==> config.mk <==
export PLATFORM = sky130hd
export DESIGN_NAME = instr_encoder
export DESIGN_NICKNAME = d
export VERILOG_FILES = /design/src/rtl/instr_encoder.sv
export SDC_FILE = /design/constraint.sdc
export NUM_CORES = 1
export LEC_CHECK = 0
export CAP_MARGIN = 40
export CORE_ASPECT_RATIO = 0.6
export CORE_UTILIZATION = 45
export DETAILED_ROUTE_END_ITERATION = 10
export PLACE_DENSITY = 0.79
export SLEW_MARGIN = 10
export SYNTH_ARGS = -nofsm -noshare
export SYNTH_HDL_FRONTEND = slang
export SYNTH_SLANG_ARGS = --single-unit
export TNS_END_PERCENT = 1
==> constraint.sdc <==
create_clock -name clk_i -period 3.84 [get_ports clk_i]
set_clock_uncertainty 0.2 [all_clocks]
set_input_delay 0.384 -clock clk_i [delete_from_list [all_inputs] [get_ports clk_i]]
set_output_delay 0.384 -clock clk_i [all_outputs]
set_load 0.03 [all_outputs]
==> src/rtl/instr_encoder.sv <==
// instr_encoder: packs symbolic MIPS instructions into 32-bit words and
// streams them into consecutive instruction-memory addresses.
module instr_encoder #(
    parameter int DEPTH = 256,
    parameter int CNT_W = 9
) (
    input  logic             clk_i,
    input  logic             rst_i,
    input  logic             start_i,
    input  logic [31:0]      base_addr_i,
    input  logic             in_valid_i,
    output logic             in_ready_o,
    input  logic             in_last_i,
    input  logic [3:0]       op_sel_i,
    input  logic [4:0]       rs_i,
    input  logic [4:0]       rt_i,
    input  logic [4:0]       rd_i,
    input  logic [4:0]       shamt_i,
    input  logic [5:0]       funct_i,
    input  logic [15:0]      imm_i,
    input  logic [25:0]      target_i,
    output logic             im_we_o,
    output logic [31:0]      im_addr_o,
    output logic [31:0]      im_data_o,
    output logic             busy_o,
    output logic             done_o,
    output logic             err_o,
    output logic [CNT_W-1:0] count_o
);

    typedef enum logic [1:0] {
        S_IDLE  = 2'd0,
        S_LOAD  = 2'd1,
        S_FLUSH = 2'd2,
        S_DONE  = 2'd3
    } state_t;

    localparam logic [CNT_W:0] DEPTH_C = (CNT_W + 1)'(DEPTH);
    localparam logic [CNT_W:0] ONE_C   = (CNT_W + 1)'(1);

    state_t           r_state;
    state_t           w_next;
    logic [31:0]      r_ptr;
    logic [31:0]      r_addr;
    logic [31:0]      r_data;
    logic [CNT_W-1:0] r_count;
    logic             r_we;
    logic             r_err;
    logic [CNT_W:0]   w_used;
    logic             w_hs;
    logic             w_legal;
    logic             w_full;
    logic [31:0]      w_word;

    // Opcode map and field placement; BNEZ/BGEZ/LUI override one register field.
    function automatic logic [31:0] f_encode(
        input logic [3:0]  op,
        input logic [4:0]  rs,
        input logic [4:0]  rt,
        input logic [4:0]  rd,
        input logic [4:0]  shamt,
        input logic [5:0]  funct,
        input logic [15:0] imm,
        input logic [25:0] target
    );
        logic [31:0] word;
        word = 32'd0;
        case (op)
            4'd0:    word = {6'b000000, rs, rt, rd, shamt, funct};
            4'd1:    word = {6'b001000, rs, rt, imm};
            4'd2:    word = {6'b000100, rs, rt, imm};
            4'd3:    word = {6'b001101, rs, rt, imm};
            4'd4:    word = {6'b100011, rs, rt, imm};
            4'd5:    word = {6'b101011, rs, rt, imm};
            4'd6:    word = {6'b000010, target};
            4'd7:    word = {6'b000111, rs, rt, imm};
            4'd8:    word = {6'b000101, rs, 5'b00000, imm};
            4'd9:    word = {6'b000001, rs, 5'b00001, imm};
            4'd10:   word = {6'b001111, 5'b00000, rt, imm};
            4'd11:   word = {6'b000011, target};
            default: word = 32'd0;
        endcase
        return word;
    endfunction

    // A word sitting in the output register is not yet in r_count, so it is
    // added here to keep the capacity check exact at full throughput.
    assign w_used     = {1'b0, r_count} + {{CNT_W{1'b0}}, r_we};
    assign in_ready_o = (r_state == S_LOAD) && (w_used < DEPTH_C);
    assign w_hs       = in_valid_i && in_ready_o;
    assign w_legal    = (op_sel_i < 4'd12);
    assign w_full     = w_legal && ((w_used + ONE_C) >= DEPTH_C);
    assign w_word     = f_encode(op_sel_i, rs_i, rt_i, rd_i, shamt_i,
                                 funct_i, imm_i, target_i);

    assign im_we_o   = r_we;
    assign im_addr_o = r_addr;
    assign im_data_o = r_data;
    assign busy_o    = (r_state != S_IDLE);
    assign done_o    = (r_state == S_DONE);
    assign err_o     = r_err;
    assign count_o   = r_count;

    // State register.
    always_ff @(posedge clk_i) begin
        if (rst_i) begin
            r_state <= S_IDLE;
        end else begin
            r_state <= w_next;
        end
    end

    // Next-state: a session ends on an accepted last or on reaching capacity.
    always_comb begin
        w_next = r_state;
        case (r_state)
            S_IDLE:  if (start_i) w_next = S_LOAD;
            S_LOAD:  if (w_hs && (in_last_i || w_full)) w_next = S_FLUSH;
            S_FLUSH: w_next = S_DONE;
            S_DONE:  w_next = S_IDLE;
            default: w_next = S_IDLE;
        endcase
    end

    // Datapath: latch the encoded word on handshake, count it once written.
    always_ff @(posedge clk_i) begin
        if (rst_i) begin
            r_ptr   <= 32'd0;
            r_addr  <= 32'd0;
            r_data  <= 32'd0;
            r_count <= '0;
            r_we    <= 1'b0;
            r_err   <= 1'b0;
        end else begin
            r_we <= w_hs && w_legal;
            if (r_we) begin
                r_count <= r_count + CNT_W'(1);
            end
            if ((r_state == S_IDLE) && start_i) begin
                r_ptr   <= base_addr_i & ~32'h3;
                r_count <= '0;
                r_err   <= 1'b0;
            end
            if (w_hs) begin
                if (w_legal) begin
                    r_addr <= r_ptr;
                    r_data <= w_word;
                    r_ptr  <= r_ptr + 32'd4;
                    if (!in_last_i && w_full) begin
                        r_err <= 1'b1;
                    end
                end else begin
                    r_err <= 1'b1;
                end
            end
        end
    end

endmodule

; ---- Word level (Yosys, flattened, before mapping)
; Cells that the tools add are included.
[totals]
elab_cells = 56
out_inout_bits = 78
ff_bits = 109
inputBits = 109
[classes]
n_lt_le_gt_ge = 3
eq_ne = 16
n_reduce_logical = 15
mux = 11
addsub = 4
[op_table]
columns = operator, n
row1 = $pmux 32 s12, 1
row2 = $mux 32, 3
row3 = $add 32x3->32 const B, 1
row4 = $eq 4x3->1 const B, 4
row5 = $eq 4x4->1 const B, 4
row6 = $add 10x1->10 const B, 1
row7 = $add 9x1->10, 1
row8 = $ge 10x9->1 const B, 1
row9 = $lt 10x9->1 const B, 1
row10 = $add 9x1->9 const B, 1
row11 = $eq 4x2->1 const B, 2
row12 = $pmux 2 s4, 1
row13 = $logic_and 1x1->1, 7
row14 = $eq 2x2->1 const B, 2
row15 = $eq 4x1->1 const B, 1
row16 = $logic_not 4->1, 1
row17 = $lt 4x4->1 const B, 1
row18 = $mux 1, 4
row19 = $mux 2, 2
row20 = $reduce_and 2->1, 2
row21 = $eq 2x1->1 const B, 1
row22 = $logic_not 2->1, 1
row23 = $ne 2x1->1 const B, 1
row24 = $ne 2x2->1 const B, 1
row25 = other kinds (4), 4

; ---- Depth between registers and ports, before layout
; Gate-level depths: netlist of the first run.
[logic_depth]
depth_word = 8
depth_mapped = 11
depth_no_buf = 8

; ---- Worst setup path before layout of the first run
; OpenSTA, ideal clock, no wires.
[synth_timing]
kind = reg2reg
from = reg r_count[0], in the netlist count_o[0]
to = reg r_ptr[31]
path_buffers = 2
slack_ns = 0.875
arrival_time_ns = 2.691
path_stages_with_launch = 10
t_required_ns = 3.566
setup_time_ns = 0.074
synth_period_minus_slack_ns = 2.965
cell_sequence = dfxtp_1 -> ha_1 -> ha_1 -> nand4_1 -> o41a_1 -> buf_6 -> or3_4 -> buf_6 -> or3_1 -> a31oi_1
[synth_via]
elab_chain_cells = 5
[synth_rtl]
columns = item, line
row1 = "start, declared", 46  ; logic [CNT_W-1:0] r_count;
row2 = "start signal, assigned", 137  ; r_count <= r_count + CNT_W'(1);
row3 = $add 9x1->10, 88  ; assign w_used = {1'b0, r_count} + {{CNT_W{1'b0}}, r_we};
row4 = $lt 10x9->1, 89  ; assign in_ready_o = (r_state == S_LOAD) && (w_used < DEPTH_C);
row5 = $logic_and 1x1->1, 89
row6 = $logic_and 1x1->1, 90  ; assign w_hs = in_valid_i && in_ready_o;
row7 = $mux 32, 144  ; if (w_hs) begin
row8 = "end signal, assigned", 140  ; r_ptr <= base_addr_i & ~32'h3;
row9 = "end signal, assigned", 148  ; r_ptr <= r_ptr + 32'd4;
row10 = "end, declared", 43  ; logic [31:0] r_ptr;
; Every way passes these cells.
; A chain may end at the register's enable or synchronous reset.

; ---- Worst setup path after layout of the first run
[layout_timing]
from = reg r_we, in the netlist im_we_o
to = out in_ready_o
[layout_via]
elab_chain_cells = 3
[layout_rtl]
columns = item, line
row1 = "start, declared", 47  ; logic r_we;
row2 = "start signal, assigned", 135  ; r_we <= w_hs && w_legal;
row3 = $add 9x1->10, 88
row4 = $lt 10x9->1, 89
row5 = $logic_and 1x1->1, 89
row6 = "end, declared", 12  ; output logic in_ready_o,
; Every way passes these cells.

==> results of run 1 <==
synth_stat cells (5+ instances only):
cell type / n
o22ai_1: 7
dfxtp_1: 108
ha_1: 9
inv_1: 9
nor2b_1: 6
buf_2: 6
nor3_1: 22
o21ai_0: 12
nand2b_1: 11
or4_1: 5
clkbuf_1: 40
and3_1: 12
and2_1: 6
or3_1: 5
a311oi_1: 5
o211ai_1: 6
a211oi_1: 23
nor4_1: 6
a21oi_1: 64
a31oi_1: 11
nand2_1: 104
a222oi_1: 16
nand4_1: 12
nand3_1: 33
xnor2_1: 5
nor2_1: 61
a221oi_1: 6
stage by stage:
stage,power (µW),instances
6_report,3650,987
5_1_grt,3820,987
4_1_cts,3650,987
3_5_place_dp,2750,971
3_3_place_gp,2700,970
2_1_floorplan,2200,664
logic make-up after synthesis:
family / after synthesis / share of synthesized area [%]
other cells: 1 / 0.0712
flops: 108 / 41.1
compound gates: 179 / 23.3
fa+ha+maj: 9 / 2.14
mux: 1 / 0.190
xor+xnor: 9 / 1.50
buf+inv: 64 / 5.35
simple gates: 293 / 26.4
final cells by class:
type | instances | area, µm² | share of cell area, %
sequential | 108 | 2160 | 28.7
tap | 160 | 200 | 2.66
clock inverter | 7 | 58.8 | 0.782
inverter | 10 | 37.5 | 0.499
clock buffer | 9 | 225 | 2.99
timing repair buffer | 201 | 1990 | 26.5
multi-input combinational | 492 | 2850 | 37.8
registers in the layout, indices dropped and copies added (netlist names):
| signal | cells |
|---|---|
| im_data_o | 31 |
| count_o | 9 |
| r_state | 2 |
| r_ptr | 32 |
| im_addr_o | 32 |
| err_o | 1 |
| im_we_o | 1 |
power by group through the flow:
stage | clock, µW | combinational (µW) | sequential (µW)
floorplan | 0 | 615 | 1590
global placement | 0 | 1240 | 1460
detailed placement | 0 | 1280 | 1470
CTS | 911 | 1290 | 1450
global route | 955 | 1380 | 1480
finish | 900 | 1290 | 1460
worst min path at each step:
| stage | cells after the start | slack (ps) | endpoint | start |
|---|---|---|---|---|
| floorplan | 2 | 230 | im_addr_o[0] | r_ptr[0] |
| global placement | 2 | 240 | im_addr_o[16] | im_addr_o[16] |
| detailed placement | 2 | 250 | im_addr_o[1] | r_ptr[1] |
| CTS | 2 | 250 | im_addr_o[1] | r_ptr[1] |
| global route | 2 | 270 | im_addr_o[7] | im_addr_o[7] |
| finish | 2 | 260 | im_addr_o[7] | im_addr_o[7] |
worst min-delay path, cell delays in order (launching register included):
cell,delay (ps)
dfxtp_1,310
nand2_1,50
a21oi_1,50
routing by layer:
metal / track usage, % / wire, µm
met3: 6.98 / 1780
met1: 38.6 / 7460
met5: 0 / 0
met2: 41.3 / 7210
met4: 8.41 / 256
==> reports/qor.csv, run 1 <==
metric,value,unit
Crit Path Class,flop to primary output,
sw power,1370,µW
gr ovfl total,0,
FILL cells,903,
Worst setup startpoint,im_we_o,
post-synth top area share,41.1,%
clk_lat worst skew,350,ps
Synthesized Nets,782,
vias in the first global route,5245,
r2r worst-path depth,7,
post-CTS resize count,0,
Post-Syn Instances,664,
CP endpoint,in_ready_o,
"commonest non-fill, non-tap cell in the layout",clkdlybuf4s50_1,
TritonCTS clock tree,yes,
"Setup violations, final",0,
I/O Pins,187,
Hold Slack,256,ps
clock buffer count from CTS,9,
DP Worst Slack,659,ps
Worst R2R End,r_ptr[19],
Clock Sinks,108,
sequential share of power,39.9,%
design area,0.00752,mm²
post-synthesis area per instance,7.93,µm²
die height,85.8,µm
Worst path slowest cell,clkdlybuf4s50_1,
Die ar.,0.0122,mm²
highest-count cells in the layout ignoring fill and taps,"clkdlybuf4s50_1, dfxtp_1, nand2_1, a21oi_1, nor2_1",
"area leader, netlist",dfxtp_1,
leak pwr,0.00253,µW
unrepaired setup endpoints after global routing,false,
main area contributors after synthesis,"dfxtp_1, nand2_1, a21oi_1",
Fmax,284,MHz
crit path launch type,flop,
post-layout minimum cycle time,3520,ps
Switching Fraction,37.6,%
"Hold Vio Cnt, Final",0,
via count,5726,
Post-CTS Setup Repair Bufs,0,
CP cell instances,"ha_1, ha_1, nand4_1, o41ai_2, buf_4, and2_1, clkdlybuf4s50_1",
HP Class,flop to flop,
die span in x,142,µm
diode count,0,
Pwr Density,485,mW/mm²
drt drc,0,
Max stage delay on crit path,680,ps
number of synthesis warnings,0,
Util after Layout,66.4,%
Initial Utilization,46.4,%
DR pass1 iterations,7,
register-to-register setup slack,580,ps
Placer Congestion,0.860,
DP Wirelength,12100,µm
Core ar.,0.0113,mm²
wire per inst,16.9,µm
"Data arrival, critical path",2940,ps
via density per instance,5.80,
post-synthesis sequential area ratio,41.1,%
reg-to-reg startpoint,im_we_o,
"Clk pin slew, worst setup/hold paths",70,ps
clock share of power,24.7,%
CP max FO,12,
Pint,2280,µW
Final nets,940,
"flops & latches, synth",108,
Bufs and invs on worst path,2,
Post-Place Cell Area,0.00724,mm²
H-Tree Depth,3,
final WL,16700,µm
GRT Total Usage,27.5,%
Core Rows,30,
Iter 0 DRT Violations,614,
Slew @ Worst Pin,808,ps
Post-Synthesis Cell Area,0.00527,mm²
"Async S/R FF share, synth",0,%
Worst path depth,7,
final antenna-violating net count,0,
Combinational Power Share,35.5,%
Fin Setup TNS,0,ps
initial antenna violation count,0,
CTS Hold Bufs,0,
required time of the worst setup path,3260,ps
status,"finished, final reports clean",
Yosys cell types,60,
Max Slew Vio Count,0,
max cap viols,0,
Rel. slew slack,45.7,%
root buf cell,clkbuf_16,
number of flops mapped to enable cells by yosys,0,
Critical Path Sink Type,primary output,
first-pass GRT wire length,26400,µm
worst setup margin,316,ps
I/O Buffers,183,
largest net degree at the start of global routing,78,
ratio of cells with drive above 1 in the final layout,5.93,%
CP top delay family,buffers and inverters,
VDD IR max,0.297,mV
Max clock buf depth,2,
final critical-path share of the clock period,91.8,%
Most used DFF post-synth,dfxtp_1,
Layout area overhead,42.9,%
Crit path top cell by count,ha_1,
No activity file was read; power rests on OpenSTA's default activity.
==> run 2, diff against run 1 <==
==> constraint.sdc (replaced) <==
create_clock -name clk_i -period 3.84 [get_ports clk_i]
set_clock_uncertainty 0.2 [all_clocks]
set_input_delay 0.384 -clock clk_i [delete_from_list [all_inputs] [get_ports clk_i]]
set_output_delay 0.384 -clock clk_i [all_outputs]
set_load 0.1 [all_outputs]
==> reports/qor.csv, run 2 (synthesis results as in run 1) <==
metric,value,unit,change
die span in x,142,µm,unchanged
Initial Utilization,46.4,%,unchanged
WL met3,1690,µm,-5.0%
H-Tree Depth,3,,unchanged
VDD IR max,0.308,mV,+3.9%
CP top delay family,compound AO/OA/AOI/OAI gates,,
Layout area overhead,67.9,%,
TritonCTS clock tree,yes,,
status,"finished, final reports clean",,
Core ar.,0.0113,mm²,unchanged
DR pass1 iterations,7,,unchanged
Fin Setup TNS,0,ps,unchanged
post-layout minimum cycle time,3280,ps,-247 ps
crit path launch type,flop,,
"Clk pin slew, worst setup/hold paths",80,ps,about the same
Crit path top cell by count,ha_1,,
die height,85.8,µm,unchanged
largest net degree at the start of global routing,64,,-18%
final WL,18000,µm,+7.4%
clock buffer count from CTS,9,,unchanged
register-to-register setup slack,560,ps,-20 ps
leak pwr,0.00315,µW,+24%
ratio of cells with drive above 1 in the final layout,14.1,%,+8.1 points
I/O Pins,187,,unchanged
first-pass GRT wire length,28900,µm,+9.2%
drt drc,0,,unchanged
wire per inst,16.9,µm,-0.26%
required time of the worst setup path,3900,ps,+640 ps
post-CTS resize count,0,,unchanged
max cap viols,0,,unchanged
highest metal used,met4,,
Worst path slowest cell,o41a_1,,
dpl cells,1047,,+7.8%
Placer Congestion,0.860,,about the same
unrepaired setup endpoints after global routing,false,,
highest-count cells in the layout ignoring fill and taps,"clkdlybuf4s50_1, dfxtp_1, nand2_1, a21oi_1, nor2_1",,
Slew @ Worst Pin,811,ps,+3.03 ps
Hold Slack,254,ps,-1.45 ps
Critical Path Sink Type,flop,,
Rel. slew slack,45.9,%,+0.21 points
diode count,0,,unchanged
CP cell instances,"ha_1, ha_1, nand4_1, o41a_1, nor2_4, buf_4, nor2_1, a211oi_1",,
Fmax,305,MHz,+7.5%
Pwr Density,513,mW/mm²,+5.7%
Bufs and invs on worst path,1,,-1
final critical-path share of the clock period,85.3,%,-6.4 points
Metal-1 WL,7690,µm,+3.0%
Iter 0 DRT Violations,616,,+0.33%
Post-CTS Setup Repair Bufs,0,,unchanged
Clock Sinks,108,,unchanged
Core Rows,30,,unchanged
I/O Buffers,183,,unchanged
via count,6172,,+7.8%
root buf cell,clkbuf_16,,
Max Slew Vio Count,0,,unchanged
Final nets,1016,,+8.1%
DP Wirelength,13200,µm,+9.4%
"commonest non-fill, non-tap cell in the layout",clkdlybuf4s50_1,,
final std cells w/o fill,1063,,+7.7%
Crit Path Class,flop to flop,,
final antenna-violating net count,0,,unchanged
CTS Hold Bufs,0,,unchanged
GRT Total Usage,29.9,%,+2.4 points
via density per instance,5.81,,about the same
Max clock buf depth,2,,unchanged
CP max FO,40,,+28
"Data arrival, critical path",3330,ps,+390 ps
"Setup violations, final",0,,unchanged
gr ovfl total,0,,unchanged
Die ar.,0.0122,mm²,unchanged
Util after Layout,78.0,%,+12 points
clk_lat worst skew,350,ps,about the same
WL met2,8370,µm,+16%
Max stage delay on crit path,690,ps,about the same
HP Class,flop to flop,,
"Hold Vio Cnt, Final",0,,unchanged
initial antenna violation count,0,,unchanged
vias in the first global route,5827,,+11%
==> run 2: changes by cell type in the layout (fill, tap and decap cells not counted), sizes merged <==
cell	before	now
buf	19	96
clkbuf	9	10
clkdlybuf4s50	182	181
clkinv	4	3
==> run 2: worst paths after layout <==
kind | from | to | cells after the start
worst min register to register | im_addr_o[28] | im_addr_o[28] | 2
worst min-delay path | im_addr_o[28] | im_addr_o[28] | 2
worst max-delay path | im_we_o | im_data_o[7] | 8
worst max register to register | im_we_o | im_data_o[7] | 8
==> run 2: area by class of cell <==
type	instances	area, µm²
repair buffers	277	3310
multi-input cells	492	2850
fillers	777	2490
flip-flops and latches	108	2160
clock buffers	10	239
well taps	160	200
clock inverters	6	43.8
inverters	10	37.5
==> run 2: metrics by stage <==
step	power (µW)	setup WS, ps	cell area [µm²]
final	4530	563	8840
after CTS	4530	613	8840
after floorplan	2700	58.8	5270
after detailed placement	3630	638	8560
after global placement	3190	728	7210
after global routing	4720	361	8840
==> run 2: worst register-to-register path, stage by stage, from the launching register on <==
cell,delay (ps)
dfxtp_1,500
ha_1,280
ha_1,230
nand4_1,170
o41a_1,690
nor2_4,350
buf_4,440
nor2_1,100
a211oi_1,230
==> run 2: power by group <==
| part | leakage [µW] | switching (µW) | total, µW | internal (µW) |
|---|---|---|---|---|
| registers | 0.000879 | 163 | 1450 | 1290 |
| clock network | 0.000140 | 432 | 895 | 463 |
| logic | 0.00213 | 1340 | 2180 | 845 |
| total | 0.00315 | 1930 | 4530 | 2600 |
==> run 2: metal layers <==
layer,vias to the layer above,global-route usage [%]
li1,2912,-
met1,2884,40.4
met2,349,48.9
met3,27,6.92
met4,0,6.35
met5,-,0
==> run 3, diff against run 2 <==
--- a/config.mk
+++ b/config.mk
@@ -5,9 +5,12 @@
 export SDC_FILE = /design/constraint.sdc
 export NUM_CORES = 1
 export LEC_CHECK = 0
+export ABC_AREA = 1
 export CAP_MARGIN = 40
 export CORE_ASPECT_RATIO = 0.6
-export CORE_UTILIZATION = 45
+export CORE_UTILIZATION = 46
+export CTS_CLUSTER_DIAMETER = 100
+export CTS_CLUSTER_SIZE = 24
 export DETAILED_ROUTE_END_ITERATION = 10
 export PLACE_DENSITY = 0.79
 export SLEW_MARGIN = 10
==> reports/qor.csv, run 3 <==
metric,value,unit,change
post-synthesis sequential area ratio,38.6,%,-2.5 points
Critical Path Sink Type,flop,,
main area contributors after synthesis,"dfxtp_1, nand2_1, o21ai_0",,
crit path launch type,flop,,
number of synthesis warnings,0,,unchanged
"commonest non-fill, non-tap cell in the layout",clkdlybuf4s50_1,,
Most used DFF post-synth,dfxtp_1,,
DP Wirelength,14600,µm,+11%
Placer Congestion,0.956,,+11%
required time of the worst setup path,3920,ps,+20 ps
Post-Syn Instances,812,,+22%
DR pass1 iterations,5,,-2
r2r worst-path depth,13,,+5
hold path startpoint,r_ptr[0],,
final antenna-violating net count,0,,unchanged
hold depth,2,,unchanged
"Clk pin slew, worst setup/hold paths",80,ps,about the same
Initial Utilization,48.5,%,+2.0 points
Post-CTS Setup Repair Bufs,0,,unchanged
design area,0.00912,mm²,+3.2%
VDD IR max,0.472,mV,+53%
most frequent cell after synthesis,nand2_1,,
die height,87.5,µm,+2.0%
ratio of cells with drive above 1 in the final layout,10.6,%,-3.4 points
highest-count cells in the layout ignoring fill and taps,"clkdlybuf4s50_1, nand2_1, o21ai_0, dfxtp_1, nor2_1",,
"top cells by count, synth","nand2_1, o21ai_0, dfxtp_1, inv_1, nor2_1",,
HP Class,flop to flop,,
register-to-register setup slack,950,ps,+390 ps
H-Tree Depth,3,,unchanged
post-CTS resize count,0,,unchanged
CP max FO,155,,+290%
Synthesized Nets,930,,+19%
Core ar.,0.0116,mm²,+2.0%
first-pass GRT wire length,30800,µm,+6.6%
via density per instance,5.32,,-8.4%
Yosys cell types,36,,-40%
"Setup violations, final",0,,unchanged
root buf cell,clkbuf_16,,
hold endpoint,r_ptr[0],,
reg-to-reg startpoint,im_we_o,,
final WL,19700,µm,+9.6%
status,"finished, final reports clean",,
Post-Place Cell Area,0.00883,mm²,+3.2%
die span in x,144,µm,+2.0%
drt drc,0,,unchanged
max cap viols,0,,unchanged
Core Rows,30,,unchanged
initial antenna violation count,0,,unchanged
Final nets,1166,,+15%
final std cells w/o fill,1213,,+14%
TritonCTS clock tree,yes,,
via count,6449,,+4.5%
gr ovfl total,0,,unchanged
leak pwr,0.00358,µW,+14%
I/O Buffers,183,,unchanged
Fin Setup TNS,0,ps,unchanged
GRT Total Usage,31.8,%,+1.9 points
Pwr Density,582,mW/mm²,+14%
final critical-path share of the clock period,75.3,%,-10 points
"Async S/R FF share, synth",0,%,unchanged
I/O Pins,187,,unchanged
Worst R2R End,im_addr_o[10],,
post-layout minimum cycle time,2890,ps,-385 ps
wire per inst,16.2,µm,-3.9%
number of flops mapped to enable cells by yosys,0,,unchanged
clk_lat worst skew,350,ps,about the same
Fmax,346,MHz,+13%
post-synth top area share,38.6,%,-2.5 points
clock buffer count from CTS,9,,unchanged
post-synthesis area per instance,6.90,µm²,-13%
Max Slew Vio Count,0,,unchanged
CTS Hold Bufs,0,,unchanged
diode count,0,,unchanged
Rel. slew slack,48.6,%,+2.6 points
"area leader, netlist",dfxtp_1,,
unrepaired setup endpoints after global routing,false,,
Slew @ Worst Pin,767,ps,-44.5 ps
Final Power,5310,µW,+17%
Die ar.,0.0126,mm²,+4.0%
Clock Sinks,108,,unchanged
"Data arrival, critical path",2970,ps,-360 ps
dpl cells,1197,,+14%
vias in the first global route,5994,,+2.9%
"flops & latches, synth",108,,unchanged
"Hold Vio Cnt, Final",0,,unchanged
Post-Synthesis Cell Area,0.00560,mm²,+6.4%
Util after Layout,78.9,%,+0.89 points
Crit Path Class,flop to flop,,
largest net degree at the start of global routing,156,,+140%
Max clock buf depth,2,,unchanged
Layout area overhead,62.8,%,
Iter 0 DRT Violations,555,,-9.9%
## run 3: final cells by class
cell class | instances | area [µm²]
repair buffers | 266 | 3290
fillers | 818 | 2440
well taps | 160 | 200
flip-flops and latches | 108 | 2160
clock buffers | 9 | 225
multi-input cells | 584 | 2890
clock inverters | 7 | 65.1
inverters | 79 | 297
## run 3: worst max-delay path, stage by stage, from the launching register on
cell	delay, ps
dfxtp_1	480
ha_1	250
ha_1	180
nand2_1	80
nor2_2	110
nand2_1	60
nand2_1	90
nand3_2	90
nor2_4	120
nand2_4	100
nor2_4	120
buf_12	370
o21ai_0	220
a21oi_1	190
## run 3: where the power goes
part,switching [µW],internal [µW]
Clock,470,457
Sequential,182,1340
Combinational,1830,1030
Total,2480,2830
## run 3: logic make-up after synthesis
kind of cell | Yosys count | synth area share (%)
fa+ha+maj | 9 | 2.01
simple gates | 318 | 23.4
buf+inv | 120 | 9.96
xor+xnor | 16 | 2.50
compound gates | 240 | 23.4
other cells | 1 | 0.0669
flops | 108 | 38.6
## run 3: stage by stage
stage	setup WS (ps)	hold WS [ps]
final	948	258
after floorplan	250	224
after CTS	1010	259
after global placement	1010	238
after global routing	769	287
after detailed placement	924	248
## run 3: how the worst max path moves through the flow
stage | endpoint | from | slack, ps | cells after the start
2_1_floorplan | r_ptr[23] | im_we_o | 250 | 15
3_3_place_gp | im_data_o[8] | op_sel_i[0] | 1010 | 7
3_5_place_dp | im_data_o[2] | op_sel_i[0] | 920 | 7
4_1_cts | im_addr_o[10] | im_we_o | 1010 | 13
5_1_grt | im_addr_o[10] | im_we_o | 770 | 13
6_report | im_addr_o[10] | im_we_o | 950 | 13
## run 3: metal layers
metal / wire length (µm) / track usage (%)
met3: 1580 / 7.97
met4: 311 / 7.46
met1: 9030 / 43.3
met5: 0 / 0
met2: 8770 / 50.3
==> RTL change 1 (settings of run 3) <==
Encoding of `state_t`: now Gray code (2 bits for 4 states).
--- a/src/rtl/instr_encoder.sv
+++ b/src/rtl/instr_encoder.sv
@@ -29,10 +29,10 @@
 );
 
     typedef enum logic [1:0] {
-        S_IDLE  = 2'd0,
-        S_LOAD  = 2'd1,
-        S_FLUSH = 2'd2,
-        S_DONE  = 2'd3
+        S_IDLE  = 2'b00,
+        S_LOAD  = 2'b01,
+        S_FLUSH = 2'b11,
+        S_DONE  = 2'b10
     } state_t;
 
     localparam logic [CNT_W:0] DEPTH_C = (CNT_W + 1)'(DEPTH);
Function: no difference found for any inputs over 4 cycles, from zero or initial values and one cycle with rst_i high; so few cycles prove little.
==> RTL change 1 against run 3 <==
Worst setup slack better by 89 ps. Area after synthesis rose by 2.3%. Final cell count is 6.1% higher. Global-route usage down 0.78 points. Die area rose by 2.3%. Wire length rose by 0.40%. Via count rose by 1.6%. Sequential cell count stayed put. Hold slack worse by 5.7 ps. Cell area rose by 2.7%.
Power is not compared: it rests on default switching activity, and its combinational part moved more than twofold at a synthesized area within 25%.
==> RTL change 1: results (changes against run 3) <==
Count of synthesis-stage warnings from yosys -> 0 (unchanged)
Result of the run -> finished, final reports clean
Min Clock Period, post-route -> 2800 ps (-89.5 ps)
Global-route wire length before repair -> 31.6 mm (+2.8%)
Area added between synthesis and finish -> 63.5%
NonClk Buf Share -> 36.3% (+0.29 points)
HPWL Detailed -> 14.7 mm (+0.28%)
Flip-flop and latch count -> 108 (unchanged)
Total number of nets in the final design -> 1230 (+5.5%)
Most instantiated cells after synthesis -> nor2_1, nand2_1, dfxtp_1
Critical-path maximum fanout -> 32 (-79%)
Tot GR Track Use -> 31.0% (-0.78 points)
Length in cells of the worst reg-to-reg path -> 13 (unchanged)
Wire length after detailed routing -> 19.8 mm (+0.40%)
Layout cell share with drive strength beyond 1 -> 11.9% (+1.3 points)
Met1 track utilization from global routing -> 42.7% (-0.63 points)
Multi-input gate share of the layout cell area -> 33.1% (+1.5 points)
Met2 wire length -> 8.85 mm (+0.98%)
Top Metal Used -> met4
Number of distinct library cell variants in the gate-level netlist after synthesis -> 43 (+19%)
Layout multi-input combinational cell count -> 679 (+16%)
Post-synthesis sequential area ratio -> 37.7% (-0.88 points)
Top post-synthesis cells by area -> dfxtp_1, nor2_1, nand2_1
End point of the critical path -> im_data_o[31]
Maximum number of pins on one net before global-route repair -> 69 (-56%)
Synth Instances -> 880 (+8.4%)
Hold path startpoint -> r_ptr[1]
Layout buffer count excluding clock buffers -> 270 (+1.5%)
Hold Slack -> 252 ps (-5.66 ps)
1st-pass router iterations -> 6 (+1)
Synthesized netlist net count -> 993 (+6.8%)
DRT met1 WL -> 9.12 mm (+1.1%)
Global-route met2 utilization -> 50.5% (+0.11 points)
Number of global-route vias before repair -> 6168 (+2.9%)
End point of the worst hold path -> r_ptr[1]
DR WL/cell -> 15.4 um (-5.4%)
Placement-stage cell area -> 9060 um^2 (+2.6%)
Filler Cell Count -> 865 (+5.7%)
Total via count in the routed design -> 6555 (+1.6%)
Slew at the pin with the worst max-slew slack -> 748 ps (-18.1 ps)
Register-to-register setup slack -> 1040 ps (+90 ps)
Met3 routed WL -> 1.54 mm (-2.3%)
Number of buffers added by the clock tree synthesis step -> 9 (unchanged)
[RTL change 1: cell types whose count changed after synthesis, moves of 7 or more]
| cell | run 3 | this run |
|---|---|---|
| a21oi_1 | 59 | 15 |
| nand2_2 | 0 | 7 |
| a22oi_1 | 17 | 0 |
| buf_2 | 4 | 15 |
| nand2_1 | 180 | 214 |
| nor2_1 | 77 | 224 |
| o21ai_1 | 12 | 49 |
| a31oi_1 | 31 | 0 |
| nand3_1 | 25 | 34 |
| buf_6 | 11 | 4 |
| inv_1 | 77 | 46 |
| o21ai_0 | 110 | 59 |
[RTL change 1: cells by family (layout without fill, tap and decap cells)]
kind of cell / count (synthesis) / in the layout / synth area share [%]
simple gates: 515 / 515 / 37.0
flops: 108 / 108 / 37.7
compound gates: 139 / 139 / 13.1
fa+ha+maj: 4 / 4 / 0.873
buf+inv: 93 / 335 / 8.19
other cells: 1 / 1 / 0.0654
xor+xnor: 20 / 20 / 3.06
==> RTL change 2 (config.mk and constraints of run 3) <==
Made on the original files. Set the parameter `CNT_W` to 18 (it was 9).
--- a/src/rtl/instr_encoder.sv
+++ b/src/rtl/instr_encoder.sv
@@ -2,7 +2,7 @@
 // streams them into consecutive instruction-memory addresses.
 module instr_encoder #(
     parameter int DEPTH = 256,
-    parameter int CNT_W = 9
+    parameter int CNT_W = 18
 ) (
     input  logic             clk_i,
     input  logic             rst_i,
Ports: changed (resized count_o); port bits go from 187 to 196. The function was not compared with the original's and may differ.
==> RTL change 2 against run 3 <==
Sequential cell count up 9. Wire length increased by 23%. Cell area is 18% higher. Non-clock buffer count rose by 25. Core utilization shrank 0.69 points. Worst setup slack got worse by 720 ps. Final cell count rose by 18%. Area after synthesis up 16%. Power grew 19%. First-iteration DRC count grew 39%. Hold slack lost 3.8 ps. Clock power is 82% higher.
==> RTL change 2: results (changes against run 3) <==
Result of the run -> finished, final reports clean
Top Metal Used -> met4
I/O Buffers -> 192 (+4.9%)
Total number of nets in the final design -> 1343 (+15%)
Number of design-rule violations left by the first detailed-router iteration -> 773 (+39%)
Worst vdd rail ir drop -> 0.451 mV (-4.4%)
Maximum cell stage delay along the critical path -> 390 ps (-90 ps)
Top post-synthesis cells by area -> dfxtp_1, nand2_1, o21ai_0
Internal -> 3600 uW (+27%)
Wire length after detailed routing -> 24.3 mm (+23%)
Maximum number of pins on one net before global-route repair -> 72 (-54%)
Critical-path maximum fanout -> 8 (-95%)
Total via count in the routed design -> 7923 (+23%)
DRT met1 WL -> 10.5 mm (+16%)
Placed Cells incl. Taps -> 1398 (+17%)
Clock-pin slew on the worst setup and hold paths -> 60 ps (-20 ps)
Layout cell share with drive strength beyond 1 -> 13.7% (+3.1 points)
Most instantiated cells after synthesis -> nand2_1, dfxtp_1, nor2_1
Compound-gate portion of the synthesized area -> 19.6% (-3.8 points)
Slowest library cell on the worst path -> dfxtp_2
Met2 wire length -> 11.1 mm (+27%)
Filler Cell Count -> 915 (+12%)
Met3 Track Usage GR -> 8.03% (+0.054 points)
Met3 routed WL -> 2.07 mm (+31%)
Length in cells of the worst reg-to-reg path -> 15 (+2)
Placement-stage cell area -> 10100 um^2 (+14%)
Maximum level of the CTS H-tree -> 4 (+1)
Synthesized netlist net count -> 1075 (+16%)
1st-pass router iterations -> 7 (+2)
Final weighted congestion in routability-driven placement -> 0.922 (-3.6%)
Tot GR Track Use -> 33.9% (+2.1 points)
Number of buffers added by the clock tree synthesis step -> 17 (+8)
Global-route met2 utilization -> 55.1% (+4.8 points)
Post-synthesis sequential area ratio -> 36.1% (-2.5 points)
Worst-case headroom to the max-slew limit -> 49.2% (+0.60 points)
HPWL Detailed -> 17.9 mm (+22%)
Xor/xnor cell area share of the yosys netlist -> 3.38% (+0.88 points)
Highest clock rate -> 0.277 GHz (-20%)
Synth Instances -> 957 (+18%)
CP arrival -> 3030 ps (+60 ps)
EDFF count, synth -> 0 (unchanged)
Skew-Pair Late Insertion Delay -> 410 ps (+60 ps)
Register-to-register setup slack -> 480 ps (-470 ps)
Endpoint of the worst register-to-register path -> r_state[0]
Number of global-route vias before repair -> 7578 (+26%)
Routed vias/inst -> 5.54 (+4.2%)
Global-route wire length before repair -> 38.5 mm (+25%)
DP Worst Slack -> 596 ps (-328 ps)
Synth Area in Adders -> 1.74% (-0.27 points)
End point of the critical path -> in_ready_o
Number of distinct library cell variants in the gate-level netlist after synthesis -> 43 (+19%)
Met1 track utilization from global routing -> 43.7% (+0.33 points)
Worst Setup Path Type -> reg2out
## RTL change 2: cell count changes after synthesis, sizes merged, moves of 4 or more
cell	before	now
nand2	181	243
nor2	82	130
a31oi	31	10
a41oi	0	18
a22oi	17	1
nand4	9	23
nand3	26	39
a311oi	0	11
o21ai	122	112
dfxtp	108	117
xor2	15	21
nor3	17	13
nor4	1	5
## RTL change 2: tightest hold or removal path: stages, from the launching register on
cell and delay, ps:
dfxtp_1 290, inv_1 60, nor3_1 50
## RTL change 2: power by group through the flow
stage                     combinational (uW)  sequential [uW]  clock (uW)
after detailed placement                2920             1670           0
after CTS                               2950             1650        1690
after global routing                    3110             1690        1750
final                                   2960             1660        1690
after global placement                  2350             1670           0
after floorplan                          907             2540           0
## RTL change 2: how the worst min path moves through the flow
| stage | start | endpoint | slack, ps | depth (start not counted) |
|---|---|---|---|---|
| CTS | r_ptr[1] | r_ptr[1] | 250 | 2 |
| global placement | r_ptr[0] | r_ptr[0] | 240 | 2 |
| floorplan | r_ptr[0] | r_ptr[0] | 220 | 2 |
| detailed placement | r_ptr[0] | r_ptr[0] | 240 | 2 |
| finish | r_ptr[1] | r_ptr[1] | 250 | 2 |
| global route | err_o | err_o | 290 | 2 |
## RTL change 2: cell families (layout without fill, tap and decap cells)
group	count (synthesis)	count (layout)
other	1	1
flip-flops	117	117
buffers and inverters	126	407
AND/OR/NAND/NOR	459	459
AO/OA/AOI/OAI	220	220
adder cells (fa/ha/maj)	9	9
XOR/XNOR	25	25
## RTL change 2: layout make-up
cell class	count	area [um^2]	share of cell area (%)
Clock inverter	13	171	1.60
Multi-Input combinational cell	714	3600	33.6
Sequential cell	117	2350	21.9
Clock buffer	19	453	4.23
Timing Repair Buffer	291	3590	33.5
Tap cell	192	240	2.24
Inverter	84	317	2.95
